### src/rtl/sysctrl_reset_video.sv
// rtl/sysctrl_reset_video.sv - core reset sequencing, video mode hotkey/set and scan decode
// Optional feature macro: SYSCTRL_MODE_LOCK_EN (freeze video_mode while core reset is asserted)
module sysctrl_reset_video #(
  parameter int POR_CYCLES  = 16,
  parameter int RST_STRETCH = 1024,
  parameter int DEBOUNCE    = 4,
  parameter int NMODES      = 3,
  parameter int MODE_W      = 2,
  parameter int INIT_MODE   = 0
) (
  input  logic              clk,
  input  logic              reset,
  input  logic              kbd_reset_n,
  input  logic              kbd_mreset_n,
  input  logic              change_video_output,
  input  logic              mode_set_valid,
  input  logic [MODE_W-1:0] mode_set_value,
  output logic              core_reset_n,
  output logic              cold_boot,
  output logic [MODE_W-1:0] video_mode,
  output logic              enable_scandoubling,
  output logic              disable_scaneffect,
  output logic              mode_changed
);

  localparam int CMAX  = (POR_CYCLES > RST_STRETCH) ? POR_CYCLES : RST_STRETCH;
  localparam int CNT_W = $clog2(CMAX) + 1;
  localparam int DB_W  = $clog2(DEBOUNCE + 1);

  typedef enum logic [1:0] {ST_POR, ST_RUN, ST_WARM} state_t;

  state_t             state, state_nxt;
  logic [CNT_W-1:0]   cnt, cnt_nxt;
  logic [DB_W-1:0]    db_cnt;
  logic               db_level, db_level_d;
  logic               advance, mode_ok, cold_load, set_ok;
  logic [MODE_W-1:0]  mode_nxt;

  // Master reset wins from every state, including an in-progress POR.
  always_comb begin
    state_nxt = state;
    cnt_nxt   = cnt;
    if (!kbd_mreset_n) begin
      state_nxt = ST_POR;
      cnt_nxt   = '0;
    end else begin
      case (state)
        ST_POR: begin
          if (cnt == CNT_W'(POR_CYCLES - 1)) begin
            state_nxt = ST_RUN;
            cnt_nxt   = '0;
          end else begin
            cnt_nxt = cnt + CNT_W'(1);
          end
        end
        ST_RUN: begin
          if (!kbd_reset_n) begin
            state_nxt = ST_WARM;
            cnt_nxt   = '0;
          end
        end
        ST_WARM: begin
          if (cnt < CNT_W'(RST_STRETCH - 1)) cnt_nxt = cnt + CNT_W'(1);
          if (kbd_reset_n && (cnt >= CNT_W'(RST_STRETCH - 1))) begin
            state_nxt = ST_RUN;
            cnt_nxt   = '0;
          end
        end
        default: begin
          state_nxt = ST_POR;
          cnt_nxt   = '0;
        end
      endcase
    end
  end

  always_ff @(posedge clk) begin
    if (reset) begin
      state <= ST_POR;
      cnt   <= '0;
    end else begin
      state <= state_nxt;
      cnt   <= cnt_nxt;
    end
  end

  assign core_reset_n = (state == ST_RUN);
  assign cold_boot    = (state == ST_POR);

  // Level sets on the edge the run of high samples reaches DEBOUNCE.
  always_ff @(posedge clk) begin
    if (reset) begin
      db_cnt     <= '0;
      db_level   <= 1'b0;
      db_level_d <= 1'b0;
    end else begin
      db_level_d <= db_level;
      if (!change_video_output) begin
        db_cnt   <= '0;
        db_level <= 1'b0;
      end else begin
        if (db_cnt != DB_W'(DEBOUNCE)) db_cnt <= db_cnt + DB_W'(1);
        if (db_cnt >= DB_W'(DEBOUNCE - 1)) db_level <= 1'b1;
      end
    end
  end

  assign advance = db_level & ~db_level_d;

`ifdef SYSCTRL_MODE_LOCK_EN
  assign mode_ok = (state == ST_RUN);
`else
  assign mode_ok = (state != ST_POR);
`endif

  assign cold_load = ~kbd_mreset_n;
  assign set_ok    = mode_set_valid && ({1'b0, mode_set_value} < (MODE_W + 1)'(NMODES));

  always_comb begin
    mode_nxt = video_mode;
    if (cold_load) begin
      mode_nxt = MODE_W'(INIT_MODE);
    end else if (mode_ok) begin
      if (set_ok)
        mode_nxt = mode_set_value;
      else if (advance)
        mode_nxt = (video_mode == MODE_W'(NMODES - 1)) ? '0 : video_mode + MODE_W'(1);
    end
  end

  always_ff @(posedge clk) begin
    if (reset) begin
      video_mode   <= MODE_W'(INIT_MODE);
      mode_changed <= 1'b0;
    end else begin
      video_mode   <= mode_nxt;
      mode_changed <= !cold_load && (mode_nxt != video_mode);
    end
  end

  always_comb begin
    enable_scandoubling = 1'b0;
    disable_scaneffect  = 1'b0;
    if (video_mode == MODE_W'(0)) begin
      enable_scandoubling = 1'b1;
      disable_scaneffect  = 1'b1;
    end else if (video_mode == MODE_W'(1)) begin
      enable_scandoubling = 1'b1;
    end
  end

endmodule
### config.mk
export PLATFORM = sky130hd
export DESIGN_NAME = sysctrl_reset_video
export DESIGN_NICKNAME = d
export VERILOG_FILES = /design/src/rtl/sysctrl_reset_video.sv
export SDC_FILE = /design/constraint.sdc
export NUM_CORES = 1
export LEC_CHECK = 0
export ABC_CLOCK_PERIOD_IN_PS = 1800
export BUFFER_PORTS_ARGS = -buffer_cell sky130_fd_sc_hd__buf_2
export CAP_MARGIN = 20
export CORE_ASPECT_RATIO = 1.4
export CORE_MARGIN = 1.5
export CORE_UTILIZATION = 29
export DETAILED_ROUTE_END_ITERATION = 10
export PLACE_DENSITY_LB_ADDON = 0.3
export SLEW_MARGIN = 20
export SYNTH_ARGS = -nofsm -noshare
export SYNTH_HDL_FRONTEND = slang
export SYNTH_SLANG_ARGS = --single-unit
### constraint.sdc
create_clock -name clk -period 1.8 [get_ports clk]
set_input_delay 0.36 -clock clk [delete_from_list [all_inputs] [get_ports clk]]
set_output_delay 0.36 -clock clk [all_outputs]
set_load 0.01 [all_outputs]
==> results list <==
* Worst reg2reg path depth: 7
- Post-detail-place hpwl: approximately 1800 µm
* Maximum clock frequency: 597 MHz
- CP Capture Type: register
* Worst Setup Slack post-DPL: approximately 0.036 ns
- Starting density of the core: 0.302
- Summed negative setup slack over all endpoints: 0 ns
- Via count: between 1000 and 1500
- Drt drc: 0
- Total wirelength of the detailed-routed design: ~2300 µm
* Cell Count, Final, Fillers Out: around 200
- Post-layout utilization of the core: 0.357
- Of the cells placed in the final design, the portion with a size suffix greater than 1 is 0.239.
- Total track usage: 0.112
- Worst Hold Depth: 2
- TritonCTS clock tree: done
* Antenna violations before repair: 0
* H-tree lvl count: 1
* Worst path setup slack after routing: ~0.13 ns
- The startpoint identified for the worst hold timing path is reset.
- Layout Nets: 172
- The synthesized design contains 21 register bits.
- Reg2reg setup slack: ~0.13 ns
* Power Dens Cells: between 500 and 600 nW/µm²
- Number of instances in the synthesized netlist: roughly 140
- For the worst-skew pair, the clock arrives at the later sink with an insertion delay of ~0.26 ns.
* Post-route worst hold slack: between 0.3 and 0.4 ns
- After routing the design area is ~1400 µm².
- Static leakage: 0.522 nW
- The worst hold path belongs to the class input pin to register.
- Maximum clock skew at final layout: 0.00607 ns
- The core region is between 3000 and 4000 µm².
- The average instance in the mapped netlist occupies around 8.8 µm².
- In the final routed layout, each cell accounts on average for about 12 µm.
- Number of setup violations in the final report: 0
* Largest net degree at the start of global routing: 12
* Share of the clock period used by the worst path: 0.930
- Sink of the worst hold path: video_mode[1]
- First-pass iteration count of the detailed router: 4
- Total of fill cells in the finished design: ~410
- IR Drop Worst-Case VDD: between 300 and 400 µV
- Total congestion overflow after global routing: 0
- Setup repair after global routing left no endpoint under its margin.
- The worst register-to-register path ends at cnt[2].
- Relative to the synthesized area, the layout overhead comes to 18.2%.
* Library cells used by synthesis: 40
- Detailed router's first-iteration violation count: 43
* Final Max Tran Viols: 0
- Nets in the synthesized netlist: ~150
- The die covers ~4500 µm².
- Max Cap Viol: 0
- Total power of the final layout: 0.825 mW
- Global-route wire length before repair: a little over 4000 µm
- Summing every instance area after synthesis gives around 1200 µm².
- In this run the worst path has a maximum fanout of 6.
- Kind of critical path: register to register
- The hold violation total from the final report is 0.
- STA classifies the critical path startpoint as a register.
* Transition time at the pin with the least slew margin: roughly 0.41 ns
* Required time of the critical path: between 1.5 and 2 ns
* Remaining antenna violation count after routing: 0
- The floorplan has 27 rows.
* Clock edge transition at the registers on the reported setup and hold paths: 0.08 ns
- The die is between 50 and 60 µm wide.
- Buffers from clock root to sink, at most: 2
- Weighted congestion at the end of routability-driven global placement: between 0.8 and 0.9
- Seq/Total Area, Yosys: 0.352
* Via count of the first global-routing pass: roughly 1000
- 0 antenna diodes ended up in the layout.
- From bottom edge to top edge, the die measures around 79 µm.
- Headroom to the max-slew limit came out at 0.727.
- Using the TritonRoute via totals, the vias-per-cell ratio works out to 5.12.
* Number of sinks driven by the clock tree: 21
* Placed inst area: roughly 1300 µm²
- CTS placed an instance of sky130_fd_sc_hd__clkbuf_8 at the clock tree root.
* Worst endpoint data arrival time: between 1.5 and 2 ns
* Outcome: finished clean
* Synth warn: 0
* IO Port Bufs: 14
- R2r startpoint: cnt[1]
- Top-level port count: 15
* Placed Cells incl. Taps: 196
* Clock period minus worst slack: 1.67 ns
* Number of buffers inserted during clock tree synthesis: 3
critical path, stage by stage, from the launching register on:
cell and delay (ns):
sky130_fd_sc_hd__dfxtp_2 0.33, sky130_fd_sc_hd__ha_2 0.19, sky130_fd_sc_hd__and2_1 0.20, sky130_fd_sc_hd__and3_1 0.20, sky130_fd_sc_hd__o22ai_4 0.25, sky130_fd_sc_hd__buf_4 0.17
sky130_fd_sc_hd__nand4b_1 0.09, sky130_fd_sc_hd__a31oi_1 0.17
area by class of cell:
class | count | area (µm²) | share of cell area
inverters | 9 | 33.8 | 0.0239
repair buffers | 21 | 123 | 0.0869
multi-input cells | 104 | 733 | 0.520
clock buffers | 4 | 45.0 | 0.0319
flip-flops and latches | 21 | 423 | 0.300
well taps | 43 | 53.8 | 0.0381
metal layers:
metal  wire (µm)  GRT usage  up-vias
li1            -          -      528
met1        1040      0.126      483
met2        1200      0.203       19
met3          76     0.0195        4
met4          35     0.0488        0
met5           0          0        -
placed cells by master (no fill, tap or decap), types with 3 or more instances in the layout:
master and count:
sky130_fd_sc_hd__xnor2_1 7, sky130_fd_sc_hd__dfxtp_1 19, sky130_fd_sc_hd__nand2_1 12, sky130_fd_sc_hd__nor2_1 16, sky130_fd_sc_hd__buf_2 14, sky130_fd_sc_hd__ha_1 3, sky130_fd_sc_hd__mux2i_1 4, sky130_fd_sc_hd__nand2b_1 5
sky130_fd_sc_hd__inv_1 9, sky130_fd_sc_hd__nor4_1 6, sky130_fd_sc_hd__a31oi_1 4, sky130_fd_sc_hd__a21oi_1 5, sky130_fd_sc_hd__o21ai_0 4, sky130_fd_sc_hd__clkbuf_8 3, sky130_fd_sc_hd__buf_4 7, sky130_fd_sc_hd__nand3_1 7
sequential cells by signal (all words and copies together) (netlist names):
signal,count
cnt,11
db_cnt,3
state,2
video_mode,2
db_level,1
db_level_d,1
mode_changed,1
synthesized netlist by cell type, drive strengths merged:
cell type   n  area (µm²)
nor4b       1        8.76
or2         3        21.3
o2bb2ai     2        23.8
and2        2        12.5
o21ai       5        36.3
mux2i       4        40.0
clkbuf      1        3.75
o22ai       1        20.0
nand4       2        27.5
a21oi       5        25.0
nor2       16        60.1
nand4b      1        8.76
a211oi      1        7.51
buf         1        5.00
dfxtp      21         420
a31oi       4        25.0
nor4        7        58.8
and3        1        6.26
xnor2       7        61.3
nor2b       2        12.5
inv         9        33.8
nand2      12        45.0
a2111oi     2        36.3
or3b        1        11.3
ha          4        50.1
nand2b      5        31.3
o31ai       1        7.51
and2b       2        16.3
nand3       7        35.0
nor4bb      1        10.0
nor3        2        10.0
nand3b      1        7.51
nor3b       2        15.0
worst max path at each step:
stage | startpoint | slack, ns | cells past startpoint | to
2_1_floorplan | cnt[2] | 0.19 | 5 | cnt[10]
3_3_place_gp | cnt[1] | 0.05 | 6 | cnt[4]
6_report | cnt[1] | 0.13 | 7 | cnt[2]
5_1_grt | state[1] | 0.001 | 6 | cnt[9]
3_5_place_dp | cnt[1] | 0.04 | 6 | cnt[9]
4_1_cts | cnt[1] | 0.02 | 6 | cnt[4]
power breakdown:
group          internal (mW)  switching [mW]  total, mW
Clock                  0.158           0.147      0.304
Combinational         0.0226          0.0249     0.0474
Sequential             0.469         0.00431      0.474
Total                  0.649           0.176      0.825
logic make-up (layout without fill, tap and decap cells):
| family | Yosys count | count (layout) | share of synthesized area |
|---|---|---|---|
| simple gates | 68 | 68 | 0.333 |
| mux | 4 | 4 | 0.0335 |
| xor+xnor | 7 | 7 | 0.0514 |
| compound gates | 21 | 21 | 0.152 |
| fa+ha+maj | 4 | 4 | 0.0419 |
| buf+inv | 11 | 34 | 0.0356 |
| flops | 21 | 21 | 0.352 |
what timing repair did:
| action | in CTS | in global routing |
|---|---|---|
| setup buffers | 0 | 2 |
| hold buffers | 0 | 0 |
| resized for setup | 0 | 3 |
| hold endpoints to repair | 0 | 0 |
| setup endpoints to repair | 0 | 7 |
Power figures use the tool's default switching activity.
